`config.mk`:
```
export PLATFORM = sky130hd
export DESIGN_NAME = csr_exec_unit_flat
export DESIGN_NICKNAME = d
export VERILOG_FILES = /design/src/rtl/csr_exec_unit_if.sv /design/src/rtl/csr_exec_unit.sv /design/src/flat_wrapper.sv
export SDC_FILE = /design/constraint.sdc
export NUM_CORES = 1
export LEC_CHECK = 0
export ABC_AREA = 1
export CAP_MARGIN = 0
export CORE_AREA = 5 5 221 266
export CTS_CLUSTER_DIAMETER = 150
export CTS_CLUSTER_SIZE = 10
export DETAILED_ROUTE_END_ITERATION = 10
export DIE_AREA = 0 0 226 271
export PLACE_DENSITY_LB_ADDON = 0.15
export SYNTH_ARGS = -nofsm -noshare
export SYNTH_HDL_FRONTEND = slang
export SYNTH_SLANG_ARGS = --single-unit
```
`constraint.sdc`:
```
create_clock -name clk -period 3.9 [get_ports clk]
set_input_delay 0.78 -clock clk [delete_from_list [all_inputs] [get_ports clk]]
set_output_delay 0.78 -clock clk [all_outputs]
set_load 0.01 [all_outputs]
```
`src/rtl/csr_exec_unit_if.sv`:
```
// CSR request/response bundle between the EX stage (master) and the CSR unit (slave).
// Outputs are combinational from the request, so both sides see them in the same cycle.
interface csr_exec_unit_if;
  logic        is_csr;
  logic        csr_write_en;
  logic [2:0]  func3;
  logic [4:0]  zimm;
  logic [11:0] csr_addr;
  logic [31:0] rs1_data;
  logic [31:0] csr_rdata;
  logic [31:0] csr_wdata;
  logic        csr_illegal;

  modport master (
    output is_csr, csr_write_en, func3, zimm, csr_addr, rs1_data,
    input  csr_rdata, csr_wdata, csr_illegal
  );

  modport slave (
    input  is_csr, csr_write_en, func3, zimm, csr_addr, rs1_data,
    output csr_rdata, csr_wdata, csr_illegal
  );
endinterface

```
`src/rtl/csr_exec_unit.sv`:
```
// CSR execute unit: 16-entry scratch bank plus 64-bit mcycle/minstret counters.
// Read/modify results are combinational; commits land on the next rising edge.
module csr_exec_unit (
  input  logic            clk,
  input  logic            rst,
  input  logic            bubbleE,
  input  logic            flushE,
  input  logic            instr_retire,
  csr_exec_unit_if.slave  csr
);

  typedef enum logic [2:0] {
    TGT_NONE,
    TGT_BANK,
    TGT_MCYCLE_LO,
    TGT_MCYCLE_HI,
    TGT_MINSTRET_LO,
    TGT_MINSTRET_HI
  } csr_target_e;

  localparam logic [11:0] ADDR_MCYCLE     = 12'hB00;
  localparam logic [11:0] ADDR_MCYCLEH    = 12'hB80;
  localparam logic [11:0] ADDR_MINSTRET   = 12'hB02;
  localparam logic [11:0] ADDR_MINSTRETH  = 12'hB82;

  logic [31:0] bank [16];
  logic [63:0] mcycle;
  logic [63:0] minstret;
  logic [63:0] mcycle_next;
  logic [63:0] minstret_next;

  csr_target_e target;
  logic [31:0] old_val;
  logic [31:0] operand;
  logic [31:0] new_val;
  logic        func_ok;
  logic        illegal;
  logic        commit;

  always_comb begin
    // NOTE: every always_comb output gets a default first, so no path can infer a latch.
    target = TGT_NONE;
    if (csr.csr_addr[11:4] == 8'h30) begin
      target = TGT_BANK;
    end else begin
      case (csr.csr_addr)
        ADDR_MCYCLE:    target = TGT_MCYCLE_LO;
        ADDR_MCYCLEH:   target = TGT_MCYCLE_HI;
        ADDR_MINSTRET:  target = TGT_MINSTRET_LO;
        ADDR_MINSTRETH: target = TGT_MINSTRET_HI;
        default:        target = TGT_NONE;
      endcase
    end
  end

  always_comb begin
    old_val = '0;
    unique case (target)
      TGT_BANK:        old_val = bank[csr.csr_addr[3:0]];
      TGT_MCYCLE_LO:   old_val = mcycle[31:0];
      TGT_MCYCLE_HI:   old_val = mcycle[63:32];
      TGT_MINSTRET_LO: old_val = minstret[31:0];
      TGT_MINSTRET_HI: old_val = minstret[63:32];
      default:         old_val = '0;
    endcase
  end

  assign operand = csr.func3[2] ? {27'b0, csr.zimm} : csr.rs1_data;

  // func3[1:0]==00 has no defined operation: pass the old value through and flag it.
  always_comb begin
    new_val = old_val;
    func_ok = 1'b1;
    case (csr.func3[1:0])
      2'b01:   new_val = operand;
      2'b10:   new_val = old_val | operand;
      2'b11:   new_val = old_val & ~operand;
      default: func_ok = 1'b0;
    endcase
  end

  assign illegal = csr.is_csr & ((target == TGT_NONE) | ~func_ok);
  assign commit  = csr.is_csr & csr.csr_write_en & ~bubbleE & ~flushE & ~illegal;

  assign csr.csr_rdata   = csr.is_csr ? old_val : '0;
  assign csr.csr_wdata   = csr.is_csr ? new_val : '0;
  assign csr.csr_illegal = illegal;

  // A write to either half freezes the whole counter for that cycle (no carry, no increment).
  always_comb begin
    mcycle_next = mcycle + 64'd1;
    if (commit && target == TGT_MCYCLE_LO) begin
      mcycle_next = {mcycle[63:32], new_val};
    end else if (commit && target == TGT_MCYCLE_HI) begin
      mcycle_next = {new_val, mcycle[31:0]};
    end
  end

  always_comb begin
    minstret_next = minstret + {63'd0, instr_retire};
    if (commit && target == TGT_MINSTRET_LO) begin
      minstret_next = {minstret[63:32], new_val};
    end else if (commit && target == TGT_MINSTRET_HI) begin
      minstret_next = {new_val, minstret[31:0]};
    end
  end

  // NOTE: sequential state uses non-blocking assignments so every flop samples pre-edge values.
  always_ff @(posedge clk) begin
    if (rst) begin
      mcycle   <= '0;
      minstret <= '0;
    end else begin
      mcycle   <= mcycle_next;
      minstret <= minstret_next;
    end
  end

  // NOTE: the bank must read 0 after reset, so it is built from resettable flops rather than a RAM macro.
  always_ff @(posedge clk) begin
    if (rst) begin
      for (int i = 0; i < 16; i++) begin
        bank[i] <= '0;
      end
    end else if (commit && target == TGT_BANK) begin
      bank[csr.csr_addr[3:0]] <= new_val;
    end
  end

endmodule

```
`src/flat_wrapper.sv`:
```
// flat-port wrapper written by rule: the top's interface ports become plain ports
module csr_exec_unit_flat 
  (clk, rst, bubbleE, flushE, instr_retire, csr_is_csr, csr_csr_write_en, csr_func3, csr_zimm, csr_csr_addr, csr_rs1_data, csr_csr_rdata, csr_csr_wdata, csr_csr_illegal);
  csr_exec_unit_if csr_i ();
  input  logic clk;
  input  logic rst;
  input  logic bubbleE;
  input  logic flushE;
  input  logic instr_retire;
  input wire logic [$bits(csr_i.is_csr)-1:0] csr_is_csr;
  input wire logic [$bits(csr_i.csr_write_en)-1:0] csr_csr_write_en;
  input wire logic [$bits(csr_i.func3)-1:0] csr_func3;
  input wire logic [$bits(csr_i.zimm)-1:0] csr_zimm;
  input wire logic [$bits(csr_i.csr_addr)-1:0] csr_csr_addr;
  input wire logic [$bits(csr_i.rs1_data)-1:0] csr_rs1_data;
  output wire logic [$bits(csr_i.csr_rdata)-1:0] csr_csr_rdata;
  output wire logic [$bits(csr_i.csr_wdata)-1:0] csr_csr_wdata;
  output wire logic [$bits(csr_i.csr_illegal)-1:0] csr_csr_illegal;
  assign csr_i.is_csr = csr_is_csr;
  assign csr_i.csr_write_en = csr_csr_write_en;
  assign csr_i.func3 = csr_func3;
  assign csr_i.zimm = csr_zimm;
  assign csr_i.csr_addr = csr_csr_addr;
  assign csr_i.rs1_data = csr_rs1_data;
  assign csr_csr_rdata = csr_i.csr_rdata;
  assign csr_csr_wdata = csr_i.csr_wdata;
  assign csr_csr_illegal = csr_i.csr_illegal;
  csr_exec_unit u_core (.clk(clk), .rst(rst), .bubbleE(bubbleE), .flushE(flushE), .instr_retire(instr_retire), .csr(csr_i));
endmodule
```
==> PnR_summary.wiki, run 1 <==
{| class="wikitable"
! Metric !! Value
|-
| Run status || aborted with a tool error
|-
| Last stage reached || 5_1_grt
|-
| Run Error || [ERROR GRT-0232] Routing congestion too high. Check the congestion heatmap in the GUI.
|-
| Hold-fix buffer count after cts || 0
|-
| I/O pin count || 124
|-
| Worst EP post-GRT repair || csr_csr_wdata[1]
|-
| Total congestion overflow || 297
|-
| Routability-driven placement congestion ratio || 1.123
|-
| Most used flip-flop cell after synthesis || edfxtp_1
|-
| Fraction of synthesized cell area taken by the top area cell type || 44.87%
|-
| YS warnings || 0
|-
| Post-synth top area cell || edfxtp_1
|-
| Number of buffers created by CTS || 73
|-
| Chip Width || 226 um
|-
| Synth Cell Area || 34260 um2
|-
| GRT Resource Usage Total || 84.41%
|-
| Die height || 271 um
|-
| Sequential cell area fraction in the yosys report || 52.35%
|-
| Yosys reg bits || 640
|-
| Synth async-reset ratio || 0%
|-
| Starting density of the core || 61.46%
|-
| HPWL Detailed || 111400 um
|-
| Cell types with the largest area share after synthesis || edfxtp_1 (45%), nand2_1 (14%), nor2_1 (8.8%)
|-
| Clk sinks || 640
|-
| Netlist cell types || 41
|-
| Number of I/O port buffers || 123
|-
| Root buffer cell || clkbuf_16
|-
| Initial antenna violation count || 25
|-
| Number of enable-type register cells in the synthesized netlist || 512
|-
| Post-place setup slack || -1.308 ns
|-
| Maximum number of pins on one net before global-route repair || 116
|-
| H-tree level count || 3
|-
| Post-place instance area || 39750 um2
|-
| Synthesized netlist cell count || 4264
|-
| Deepest clock path buffer count || 3
|-
| Nets in the synthesized netlist || 4326
|-
| Worst EP Category || output port
|-
| Core Rows || 95
|-
| Mean Syn Cell Area || 8.035 um2
|}
[per-layer routing]
| metal | track usage [%] | overflow |
|---|---|---|
| met5 | 54.52 | 4 |
| met4 | 81.26 | 125 |
| met3 | 78.64 | 27 |
| met2 | 93.14 | 130 |
| met1 | 84.39 | 11 |
[metrics by stage]
step                instances  hold WS (ns)
CTS                      5493        0.4728
detailed placement       5334        0.4639
global placement         5334        0.4518
floorplan                4264        0.4445
[synthesized netlist by cell type, types with 2 or more instances]
cell type,instances
a21oi_1,204
a22oi_1,132
a31oi_1,4
buf_1,7
buf_2,78
buf_4,19
buf_6,13
clkbuf_1,126
clkinv_1,5
dfxtp_1,128
edfxtp_1,512
ha_1,3
inv_1,225
inv_2,41
nand2_1,1254
nand2_2,2
nand3_1,202
nand3_2,6
nand3_4,10
nand3b_1,4
nand4_1,95
nor2_1,799
nor2_2,3
nor2_4,4
nor3_1,69
nor4_1,3
o21ai_0,149
o21ai_1,21
o22ai_1,36
xnor2_1,9
xor2_1,91
[kinds of logic after synthesis]
kind of cell    Yosys count  synth area share [%]
flops                   640                 52.35
buf+inv                 516                 6.471
fa+ha+maj                 3                0.1096
simple gates           2456                 29.35
xor+xnor                100                 2.556
compound gates          549                 9.163
[repair_timing]
item	in CTS
resized for setup	385
pin swaps	57
endpoints found under the setup margin	79
buffers inserted	55
cloned	11
==> inputs of run 2 (changes only) <==
--- a/config.mk
+++ b/config.mk
@@ -7,11 +7,9 @@
 export LEC_CHECK = 0
 export ABC_AREA = 1
 export CAP_MARGIN = 0
-export CORE_AREA = 5 5 221 266
-export CTS_CLUSTER_DIAMETER = 150
-export CTS_CLUSTER_SIZE = 10
+export CORE_AREA = 5 5 299 301
 export DETAILED_ROUTE_END_ITERATION = 10
-export DIE_AREA = 0 0 226 271
+export DIE_AREA = 0 0 304 306
 export PLACE_DENSITY_LB_ADDON = 0.15
 export SYNTH_ARGS = -nofsm -noshare
 export SYNTH_HDL_FRONTEND = slang
==> PnR_summary.wiki, run 2 <==
{| class="wikitable"
! Metric !! Value
|-
| Sequential cell area fraction in the yosys report || 52.35% (unchanged)
|-
| Chip Width || 304 um (+35%)
|-
| Unrepaired setup endpoints after global routing || yes
|-
| Post-synth top area cell || edfxtp_1
|-
| Multi-input gate area in the final layout || 15220 um2
|-
| Share of cell area taken by muxes after synthesis || 0% (unchanged)
|-
| Total congestion overflow || 0
|-
| Final standard cell area without fillers || 45620 um2
|-
| Number of max-capacitance violations reported || 0
|-
| Setup Viol. Count Final || 0
|-
| Clk sinks || 640 (unchanged)
|-
| Total power density per cell area || 366.4 nW/um2
|-
| Synthesized netlist cell count || 4264 (unchanged)
|-
| Maximum number of pins on one net before global-route repair || 116
|-
| Leading cell type by number of instances after synthesis || nand2_1
|-
| Fraction of synthesized cell area taken by the top area cell type || 44.87% (unchanged)
|-
| Cell types with the largest area share after synthesis || edfxtp_1 (45%), nand2_1 (14%), nor2_1 (8.8%)
|-
| FF+latch area || 17940 um2
|-
| Iteration-0 DRC Markers || 4780
|-
| Starting density of the core || 39.68% (-22 points)
|-
| HPWL Detailed || 119800 um (+7.5%)
|-
| Most used flip-flop cell after synthesis || edfxtp_1
|-
| CORE AREA || 86350 um2
|-
| Mean Syn Cell Area || 8.035 um2 (unchanged)
|-
| Simple logic cell fraction of the synthesized area || 29.35% (unchanged)
|-
| Clk Latency, worst-skew pair || 0.66 ns
|-
| Commonest non-fill, non-tap cell in the layout || nand2_1
|-
| Number of buffers created by CTS || 76 (+4.1%)
|-
| Routed WL || 164600 um
|-
| Via density || 5.626
|-
| Worst IR drop on VDD || 311.7 uV
|-
| Final antenna-violating net count || 0
|-
| Root buffer cell || clkbuf_16
|-
| GRT Resource Usage Total || 34.19%
|-
| Xor and xnor area share after synthesis || 2.556% (unchanged)
|-
| Crit-path max FO || 16
|-
| Kind of launch point of the worst setup path || input port
|-
| Number of pins with negative max-slew slack in the final report || 0
|-
| Transition at the pin with the smallest max-transition slack || 0.7985 ns
|-
| Crit path max-delay cell type || clkdlybuf4s15_2
|-
| Number of enable-type register cells in the synthesized netlist || 512 (unchanged)
|-
| # diodes || 0
|-
| I/O pin count || 124 (unchanged)
|-
| Leakage dissipation || 0.01730 uW
|-
| Synth Area in Adders || 0.1096% (unchanged)
|-
| Kind of capture point of the worst setup path || output port
|-
| Core Rows || 108 (+14%)
|-
| Dominant combinational cell family by area after synthesis || simple AND/OR/NAND/NOR gates
|-
| Nets in the synthesized netlist || 4326 (unchanged)
|-
| Synth Cell Area || 34260 um2 (unchanged)
|-
| CTS tree || done
|-
| Worst rel slew slack || 46.36%
|-
| Fin. Hold Viols || 0
|-
| Number of I/O port buffers || 123 (unchanged)
|-
| Post-place instance area || 41330 um2 (+4.0%)
|-
| Data arrival time of the critical path || 3.05 ns
|-
| Full die area || 93020 um2
|-
| Final-stage net count || 4912
|-
| Share of the core filled with cells in the final layout || 52.83%
|-
| Share of the clock period used by the worst path after layout || 98.23%
|-
| Deepest clock path buffer count || 3 (unchanged)
|-
| Leading cell types by count after synthesis || nand2_1 (1254), nor2_1 (799), edfxtp_1 (512)
|-
| Crit-path max cell delay || 0.24 ns
|-
| Fill cell count || 8213
|-
| H-tree level count || 3 (unchanged)
|-
| Netlist cell types || 41 (unchanged)
|-
| Synthesized-area fraction occupied by ao, oa, aoi and oai cells || 9.163% (unchanged)
|-
| Number of global-route vias before repair || 32770
|-
| Initial antenna violation count || 3
|-
| Register clock-pin slew on the reported worst setup and hold paths || 0.06 ns
|-
| Kind of critical path || input port to output port
|-
| Synth async-reset ratio || 0% (unchanged)
|-
| Most flops, register || u_core.bank
|-
| Largest registers ranked by flip-flop count || u_core.bank x512, u_core.mcycle x64, u_core.minstret x64
|-
| Shortest period the worst path allows || 3.831 ns
|-
| Total number of vias || 34130
|-
| Yosys reg bits || 640 (unchanged)
|-
| First-pass GRT wire length || 233500 um
|-
| Global routing met2 resource utilization || 50.05%
|-
| Met3 Use GR || 8.428%
|-
| Ratio of cells with drive above 1 in the final layout || 21.87%
|-
| Largest clock skew in the final design || 0.04032 ns
|-
| YS warnings || 0 (unchanged)
|-
| Met1 layer usage reported by global route || 48.88%
|-
| HP Class || flip-flop to flip-flop
|-
| Die height || 306 um (+13%)
|-
| Req. time, crit path || 3.12 ns
|-
| Number of flip-flops under the largest register name || 512
|-
| Routability-driven placement congestion ratio || 1.024 (-8.8%)
|-
| Final routed DRC violation total || 0
|-
| Cell-by-cell trace of the critical path || clkdlybuf4s15_2 -> nor2_4 -> buf_4 -> nand2_2 -> nor2_1 -> nand2_2 -> buf_8 -> o22ai_1 -> buf_4 -> nor2_1 -> nand2_1 -> nand2_1 -> nand2_1 -> inv_2 -> nor2_1 -> buf_4 -> buf_4
|-
| Highest Clock Rate || 261.0 MHz
|-
| Hold-fix buffer count after cts || 0 (unchanged)
|-
| Post-synthesis to final-layout area growth || 33.15%
|-
| Highest-count cells in the layout ignoring fill and taps || nand2_1 (1172), nor2_1 (766), edfxtp_1 (512)
|-
| Run status || completed
|-
| Detailed-route wire length per cell || 27.13 um
|-
| DRT Pass-1 Iters || 5
|-
| Global route hottest layer || met2
|-
| Most used cell, CP || buf_4
|}
-- run 2: power breakdown --
group / switching, uW / internal [uW]
Sequential: 96.6 / 7620
Combinational: 1040 / 574
Clock: 3130 / 4250
Total: 4270 / 12400
-- run 2: layout make-up --
type,count,share of cell area (%)
Sequential cell,640,39.32
Multi-Input combinational cell,3108,33.36
Timing Repair Buffer,752,16.14
Clock buffer,97,4.495
Tap cell,1155,3.168
Inverter,272,2.345
Clock inverter,42,1.168
-- run 2: cell families (layout without fill, tap and decap cells) --
logic type	Yosys count	after routing
AND/OR/NAND/NOR	2456	2456
XOR/XNOR	100	100
buffers and inverters	516	1163
flip-flops	640	640
adder cells (fa/ha/maj)	3	3
AO/OA/AOI/OAI	549	549
-- run 2: timing repair --
item / CTS / global route
buffers inserted: 45 / 8
gates cloned: 5 / 0
pin swaps: 56 / 47
endpoints found under the setup margin: 81 / 56
resized for setup: 424 / 113
-- run 2: through the flow --
step           hold WS, ns  power, uW  setup TNS [ns]  setup slack, ns  cells
2_1_floorplan       0.4445       8466               0           0.3157   4264
3_3_place_gp        0.4522       9317         -118.45           -1.451   5874
3_5_place_dp        0.4538       9323         -122.68           -1.445   5874
4_1_cts             0.4629      16720         -0.2101         -0.07615   6059
5_1_grt             0.4838      17190        -0.08334         -0.04867   6066
6_report            0.4733      16720               0          0.06885   6066
-- run 2: critical path, delay by kind of cell --
kind,cells,cell delay [ns]
AND/OR/NAND/NOR,9,0.97
AO/OA/AOI/OAI,1,0.16
buffers and inverters,7,1.12
-- run 2: path summary, 6_finish.rpt --
path                                           from                   to  slack [ns]  cells past startpoint
worst min-delay path            u_core.minstret[36]  u_core.minstret[36]        0.47                      2
worst max register to register     u_core.mcycle[2]    u_core.mcycle[45]        0.76                     11
worst max-delay path                csr_csr_addr[2]    csr_csr_wdata[11]        0.07                     17
worst min register to register  u_core.minstret[36]  u_core.minstret[36]        0.47                      2
-- run 2: routing by layer --
layer | up-vias | routed length, um
met4 | 4 | 7380
met1 | 16570 | 69200
met2 | 1919 | 69620
li1 | 15360 | -
met5 | - | 23
met3 | 280 | 18350
Note: power is estimated with default switching activity, not from simulation.
